### src/rtl/hazard_pkg.sv
// -----------------------------------------------------------------------------
// hazard_pkg
// Shared types and defaults for the pipeline hazard controller.
//   hz_state_t          : memory-wait FSM states (RUN, WAIT, ERR)
//   HZ_TIMEOUT_DEFAULT  : default max consecutive data-memory wait cycles
// -----------------------------------------------------------------------------
package hazard_pkg;

    typedef enum logic [1:0] {
        RUN  = 2'd0,
        WAIT = 2'd1,
        ERR  = 2'd2
    } hz_state_t;

    localparam int unsigned HZ_TIMEOUT_DEFAULT = 64;

endpackage

### src/rtl/sat_counter.sv
// -----------------------------------------------------------------------------
// sat_counter
// Saturating up-counter used for the hazard performance counters.
// Ports:
//   clk   in   rising-edge clock
//   reset in   synchronous active-high clear
//   inc   in   count enable for this cycle
//   cnt   out  W-bit count, sticks at all-ones
// -----------------------------------------------------------------------------
module sat_counter #(
    parameter int unsigned W = 32
) (
    input  logic         clk,
    input  logic         reset,
    input  logic         inc,
    output logic [W-1:0] cnt
);

    always_ff @(posedge clk) begin
        if (reset) begin
            cnt <= '0;
        end else if (inc && (cnt != '1)) begin
            cnt <= cnt + 1'b1;
        end
    end

endmodule

### src/rtl/hazard_ctrl.sv
// -----------------------------------------------------------------------------
// hazard_ctrl
// Stall/flush controller for the 5-stage pipeline: load-use bubble, EX-resolved
// branch squash, and data-memory wait freeze with a timeout watchdog.
// Ports:
//   clk, reset                  clock, synchronous active-high reset
//   rs1_id, rs2_id              ID source registers
//   use_rs1_id, use_rs2_id      ID instruction really reads rs1 / rs2
//   rd_ex, memread_ex           EX destination register / EX is a load
//   branch_taken_ex             PC redirect resolved in EX
//   dmem_req_mem, dmem_ready    MEM access active / access completes
//   pc_en .. ex_mem_en          pipeline register load enables
//   if_id_flush .. mem_wb_flush insert bubble on next edge
//   mem_err                     sticky data-memory timeout flag
//   stall_cycles, flush_events  saturating performance counters
// -----------------------------------------------------------------------------
module hazard_ctrl
    import hazard_pkg::*;
#(
    parameter int unsigned TIMEOUT = HZ_TIMEOUT_DEFAULT,
    parameter int unsigned CNT_W   = 32
) (
    input  logic             clk,
    input  logic             reset,
    input  logic [4:0]       rs1_id,
    input  logic [4:0]       rs2_id,
    input  logic             use_rs1_id,
    input  logic             use_rs2_id,
    input  logic [4:0]       rd_ex,
    input  logic             memread_ex,
    input  logic             branch_taken_ex,
    input  logic             dmem_req_mem,
    input  logic             dmem_ready,
    output logic             pc_en,
    output logic             if_id_en,
    output logic             id_ex_en,
    output logic             ex_mem_en,
    output logic             if_id_flush,
    output logic             id_ex_flush,
    output logic             mem_wb_flush,
    output logic             mem_err,
    output logic [CNT_W-1:0] stall_cycles,
    output logic [CNT_W-1:0] flush_events
);

    localparam int unsigned      WC_W    = $clog2(TIMEOUT) + 1;
    localparam logic [WC_W-1:0]  WC_LAST = WC_W'(TIMEOUT - 1);

    hz_state_t       state, state_nxt;
    logic [WC_W-1:0] wait_cnt;
    logic            mem_err_q;
    logic            freeze;
    logic            load_use;
    logic            stall_inc;
    logic            flush_inc;

    // wait_cnt counts every frozen memory cycle including the RUN cycle that
    // first saw the miss, so it holds TIMEOUT-1 on the TIMEOUT-th wait cycle.
    always_ff @(posedge clk) begin
        if (reset) begin
            state     <= RUN;
            wait_cnt  <= '0;
            mem_err_q <= 1'b0;
        end else begin
            state <= state_nxt;
            if (state_nxt == WAIT) begin
                wait_cnt <= wait_cnt + 1'b1;
            end else begin
                wait_cnt <= '0;
            end
            if (state_nxt == ERR) begin
                mem_err_q <= 1'b1;
            end
        end
    end

    always_comb begin
        state_nxt    = state;
        freeze       = 1'b0;
        load_use     = 1'b0;
        pc_en        = 1'b1;
        if_id_en     = 1'b1;
        id_ex_en     = 1'b1;
        ex_mem_en    = 1'b1;
        if_id_flush  = 1'b0;
        id_ex_flush  = 1'b0;
        mem_wb_flush = 1'b0;

        case (state)
            RUN: begin
                if (dmem_req_mem && !dmem_ready) begin
                    state_nxt = (TIMEOUT <= 1) ? ERR : WAIT;
                end
            end
            WAIT: begin
                if (dmem_ready) begin
                    state_nxt = RUN;
                end else if (wait_cnt == WC_LAST) begin
                    state_nxt = ERR;
                end
            end
            ERR:     state_nxt = ERR;
            default: state_nxt = RUN;
        endcase

        freeze = ((state == RUN) && dmem_req_mem && !dmem_ready)
               || ((state == WAIT) && !dmem_ready)
               || (state == ERR);

        load_use = memread_ex && (rd_ex != 5'd0)
                 && ((use_rs1_id && (rd_ex == rs1_id))
                  || (use_rs2_id && (rd_ex == rs2_id)));

        if (reset) begin
            pc_en        = 1'b0;
            if_id_en     = 1'b0;
            id_ex_en     = 1'b0;
            ex_mem_en    = 1'b0;
            if_id_flush  = 1'b1;
            id_ex_flush  = 1'b1;
            mem_wb_flush = 1'b1;
        end else if (freeze) begin
            pc_en        = 1'b0;
            if_id_en     = 1'b0;
            id_ex_en     = 1'b0;
            ex_mem_en    = 1'b0;
            mem_wb_flush = 1'b1;
        end else if (branch_taken_ex) begin
            // ID instruction is squashed, so any load-use on it is moot.
            if_id_flush = 1'b1;
            id_ex_flush = 1'b1;
        end else if (load_use) begin
            pc_en       = 1'b0;
            if_id_en    = 1'b0;
            id_ex_flush = 1'b1;
        end
    end

    assign stall_inc = !reset && !pc_en;
    assign flush_inc = !reset && !freeze && branch_taken_ex;
    assign mem_err   = mem_err_q && !reset;

    sat_counter #(.W(CNT_W)) u_stall_cnt (
        .clk   (clk),
        .reset (reset),
        .inc   (stall_inc),
        .cnt   (stall_cycles)
    );

    sat_counter #(.W(CNT_W)) u_flush_cnt (
        .clk   (clk),
        .reset (reset),
        .inc   (flush_inc),
        .cnt   (flush_events)
    );

endmodule
### config.mk
export PLATFORM = sky130hd
export DESIGN_NAME = hazard_ctrl
export DESIGN_NICKNAME = d
export VERILOG_FILES = /design/src/rtl/hazard_pkg.sv /design/src/rtl/sat_counter.sv /design/src/rtl/hazard_ctrl.sv
export SDC_FILE = /design/constraint.sdc
export NUM_CORES = 1
export LEC_CHECK = 0
export CAP_MARGIN = 20
export CORE_UTILIZATION = 51
export CTS_BUF_LIST = sky130_fd_sc_hd__clkbuf_8
export CTS_CLUSTER_DIAMETER = 40
export DETAILED_ROUTE_END_ITERATION = 10
export GPL_TIMING_DRIVEN = 0
export PLACE_DENSITY = 0.94
export RECOVER_POWER = 25
export SLEW_MARGIN = 20
export SYNTH_ARGS = -nofsm -noshare
export SYNTH_HDL_FRONTEND = slang
export SYNTH_SLANG_ARGS = --single-unit
export TNS_END_PERCENT = 100
### constraint.sdc
create_clock -name clk -period 2.6 [get_ports clk]
set_input_delay 0.52 -clock clk [delete_from_list [all_inputs] [get_ports clk]]
set_output_delay 0.52 -clock clk [all_outputs]
set_load 0.05 [all_outputs]
==> reports/metrics.yaml, run 1 <==
clock_network:
  cts_made_buffers: 9
  clock_latency_ns: 0.36
  path_clk_slew_ns: 0.07
  cts_root_buf: "clkbuf_8"
  cts_tree: "yes"
  htreeDepth: 3
  cts.sinks: 74
  clk_path_buf_depth: 2
  hold_buffers: 0
floorplan:
  die_area_um2: 7580
  coreArea_um2: 6910
  pin_count: 95
  fp.dieW_um: 87.1
  rows: 30
  initial_core_util_pct: 53.5
  chipHeight_um: 87.1
yosys:
  async_flop_share_pct: 0
  yosysMostFrequentCell: "dfxtp_1"
  synth_top_area_share_pct: 40.1
  synthCells: 443
  yosys_warnings: 0
  yosysTopAreaCell: "dfxtp_1"
  synth_cell_type_count: 44
  avgSynthCellArea_um2: 8.33
  synth_edf_count: 0
  seq_area_frac_synth_pct: 40.1
  synth_commonest_cells: "dfxtp_1, nor2_1, nand4_1"
  ys_ff_latch: 74
  synth_area_leaders: "dfxtp_1, nand4_1, xnor2_1"
  synthFlopType: "dfxtp_1"
  syn_nets: 469
  synth.cell_area_um2: 3690
critical_path:
  reg2reg_slack_ns: 0.14
  path_max_fanout: 5
  worstPathArrival_ns: 2.08
  startpoint_type: "input pin"
  required_ns: 2.08
  critical_path_class: "input pin to output pin"
  cp-end-kind: "output pin"
global_route:
  antenna_found_initial: 0
  grt_use_total_pct: 29.5
  grt_max_degree: 13
  grt_overflow: 0
  grt_pass1_vias: 3790
  grt_pass1_wl_mm: 17.5
power:
  p_leak_nw: 1.79
  p_per_area_nw_per_um2: 472
  ir_drop_v: 0.000437
sta:
  setup_slack_ns: -0.00171
  report.final.slew_viol_count: 0
  fin_skew_ns: 0.0101
  final.min_clock_period_ns: 2.60
  rsz0062_at_grt: "yes"
  finalHoldViolCount: 0
  max_slew.worst_pin.slew_ns: 0.751
  fmax_mhz: 384
  setup_viol: 1
  slew_headroom_pct: 49.5
  fin_crit_sh_pct: 100
routing:
  top_layer_used: "met4"
  wl_met1_mm: 4.26
  drc: 0
  dr.pass1.iters: 5
  routed_wl_mm: 11.0
  vias: 3987
  dr_wl_met2_mm: 5.51
  met3_length_um: 895
  drtIter0Drc: 333
  viasPerCell: 6.12
  wl_per_cell_um: 16.8
  drtAntennaViolNets: 0
final_layout:
  nNetsFinal: 577
  antennaDiodeCount: 0
  area_growth_pct: 39.3
  drive_gt1_share_pct: 10.6
  final_util_pct: 74.5
placed_design:
  post-place-ws_ns: -1.02
  port_buffers: 94
  gp_congestion: 0.879
  dp_hpwl_mm: 7.53
min_path:
  hp-class: "register to register"
outcome:
  status: "finished with violations"
  violations: "setup timing"
run:
  cap_viol_max_count: 0
## critical path: stages
cell             delay [ns]
clkdlybuf4s50_1        0.41
or2_4                  0.26
nand2_4                0.08
nand2b_4               0.09
nor2_4                 0.16
clkinvlp_4             0.15
nor2_4                 0.17
buf_6                  0.11
buf_8                  0.13
## registers in the layout, summed over array words and instances, names as in the netlist
| signal | flops |
|---|---|
| wait_cnt | 7 |
| u_flush_cnt.cnt | 32 |
| state | 2 |
| u_stall_cnt.cnt | 32 |
| mem_err_q | 1 |
## metrics by stage
stage                     TNS (ns)  instance area [µm²]  power [W]  cells  hold slack (ns)
after floorplan             -0.153                 3730    0.00129    443            0.418
after global placement      -18.71                 4790    0.00137    633            0.431
after detailed placement    -23.40                 4790    0.00138    633            0.453
after CTS                        0                 5070    0.00241    651            0.462
after global routing       -0.0493                 5140    0.00250    652            0.497
final                     -0.00171                 5140    0.00243    652            0.465
## final cells by class
type | count | area (µm²)
Multi-Input combinational cell | 337 | 2170
Fill cell | 493 | 1760
Sequential cell | 74 | 1480
Timing Repair Buffer | 98 | 986
Clock buffer | 9 | 124
Buffer | 23 | 123
Tap cell | 96 | 120
Clock inverter | 7 | 110
Inverter | 8 | 33.8
## cell families after synthesis
| group | count (synthesis) | synth area share, % |
|---|---|---|
| AOI/OAI and AO/OA | 83 | 13.3 |
| xor gates and xnor gates | 39 | 9.25 |
| adders and majority gates | 3 | 1.02 |
| buffers and inverters | 32 | 3.83 |
| DFF | 74 | 40.1 |
| muxes | 3 | 1.02 |
| and+or+nand+nor | 209 | 31.5 |
## worst paths after layout
kind | startpoint | to | depth (start not counted)
min | wait_cnt[0] | wait_cnt[0] | 1
max | dmem_req_mem | pc_en | 9
max reg2reg | u_flush_cnt.cnt[0] | u_flush_cnt.cnt[17] | 9
min reg2reg | wait_cnt[0] | wait_cnt[0] | 1
## where the power goes
group | switching [W] | internal, W | total [W] | leakage [nW]
clock | 0.000435 | 0.000629 | 0.00106 | 0.122
sequential | 0.00000698 | 0.00114 | 0.00114 | 0.596
combinational | 0.000136 | 0.0000863 | 0.000222 | 1.07
## repair_timing
| action | 4_1_cts | 5_1_grt |
|---|---|---|
| gates resized for setup | 47 | 20 |
| pin swaps | 4 | 11 |
| setup buffers | 2 | 2 |
| endpoints found under the setup margin | 39 | 48 |
## layout by cell type, fill, tap and decap left out, drive strengths merged, types with 4 or more instances in the layout
cell / count
xnor2: 21
and2: 6
nor2: 43
xor2: 18
dlymetal6s2s: 6
nand3: 22
nor3: 12
nand2: 21
clkbuf: 22
buf: 17
or4: 12
and3: 12
clkdlybuf4s50: 74
a21oi: 35
dlygate4sd2: 7
and4: 8
o31ai: 10
or3: 24
nand4: 38
inv: 9
o21ai: 26
dfxtp: 74
nor2b: 5
clkdlybuf4s15: 4
## layer usage
layer | up-vias | GRT usage, %
li1 | 1848 | -
met3 | 32 | 4.74
met4 | 0 | 17.0
met2 | 227 | 51.1
met5 | - | 0
met1 | 1880 | 34.6
Power figures use the tool's default switching activity.
==> run 2: changes to the inputs <==
--- a/config.mk
+++ b/config.mk
@@ -5,7 +5,7 @@
 export SDC_FILE = /design/constraint.sdc
 export NUM_CORES = 1
 export LEC_CHECK = 0
-export CAP_MARGIN = 20
+export CAP_MARGIN = 30
 export CORE_UTILIZATION = 51
 export CTS_BUF_LIST = sky130_fd_sc_hd__clkbuf_8
 export CTS_CLUSTER_DIAMETER = 40
==> results of run 2 <==
Final layout, timing and power as in run 1 (identical DEF).
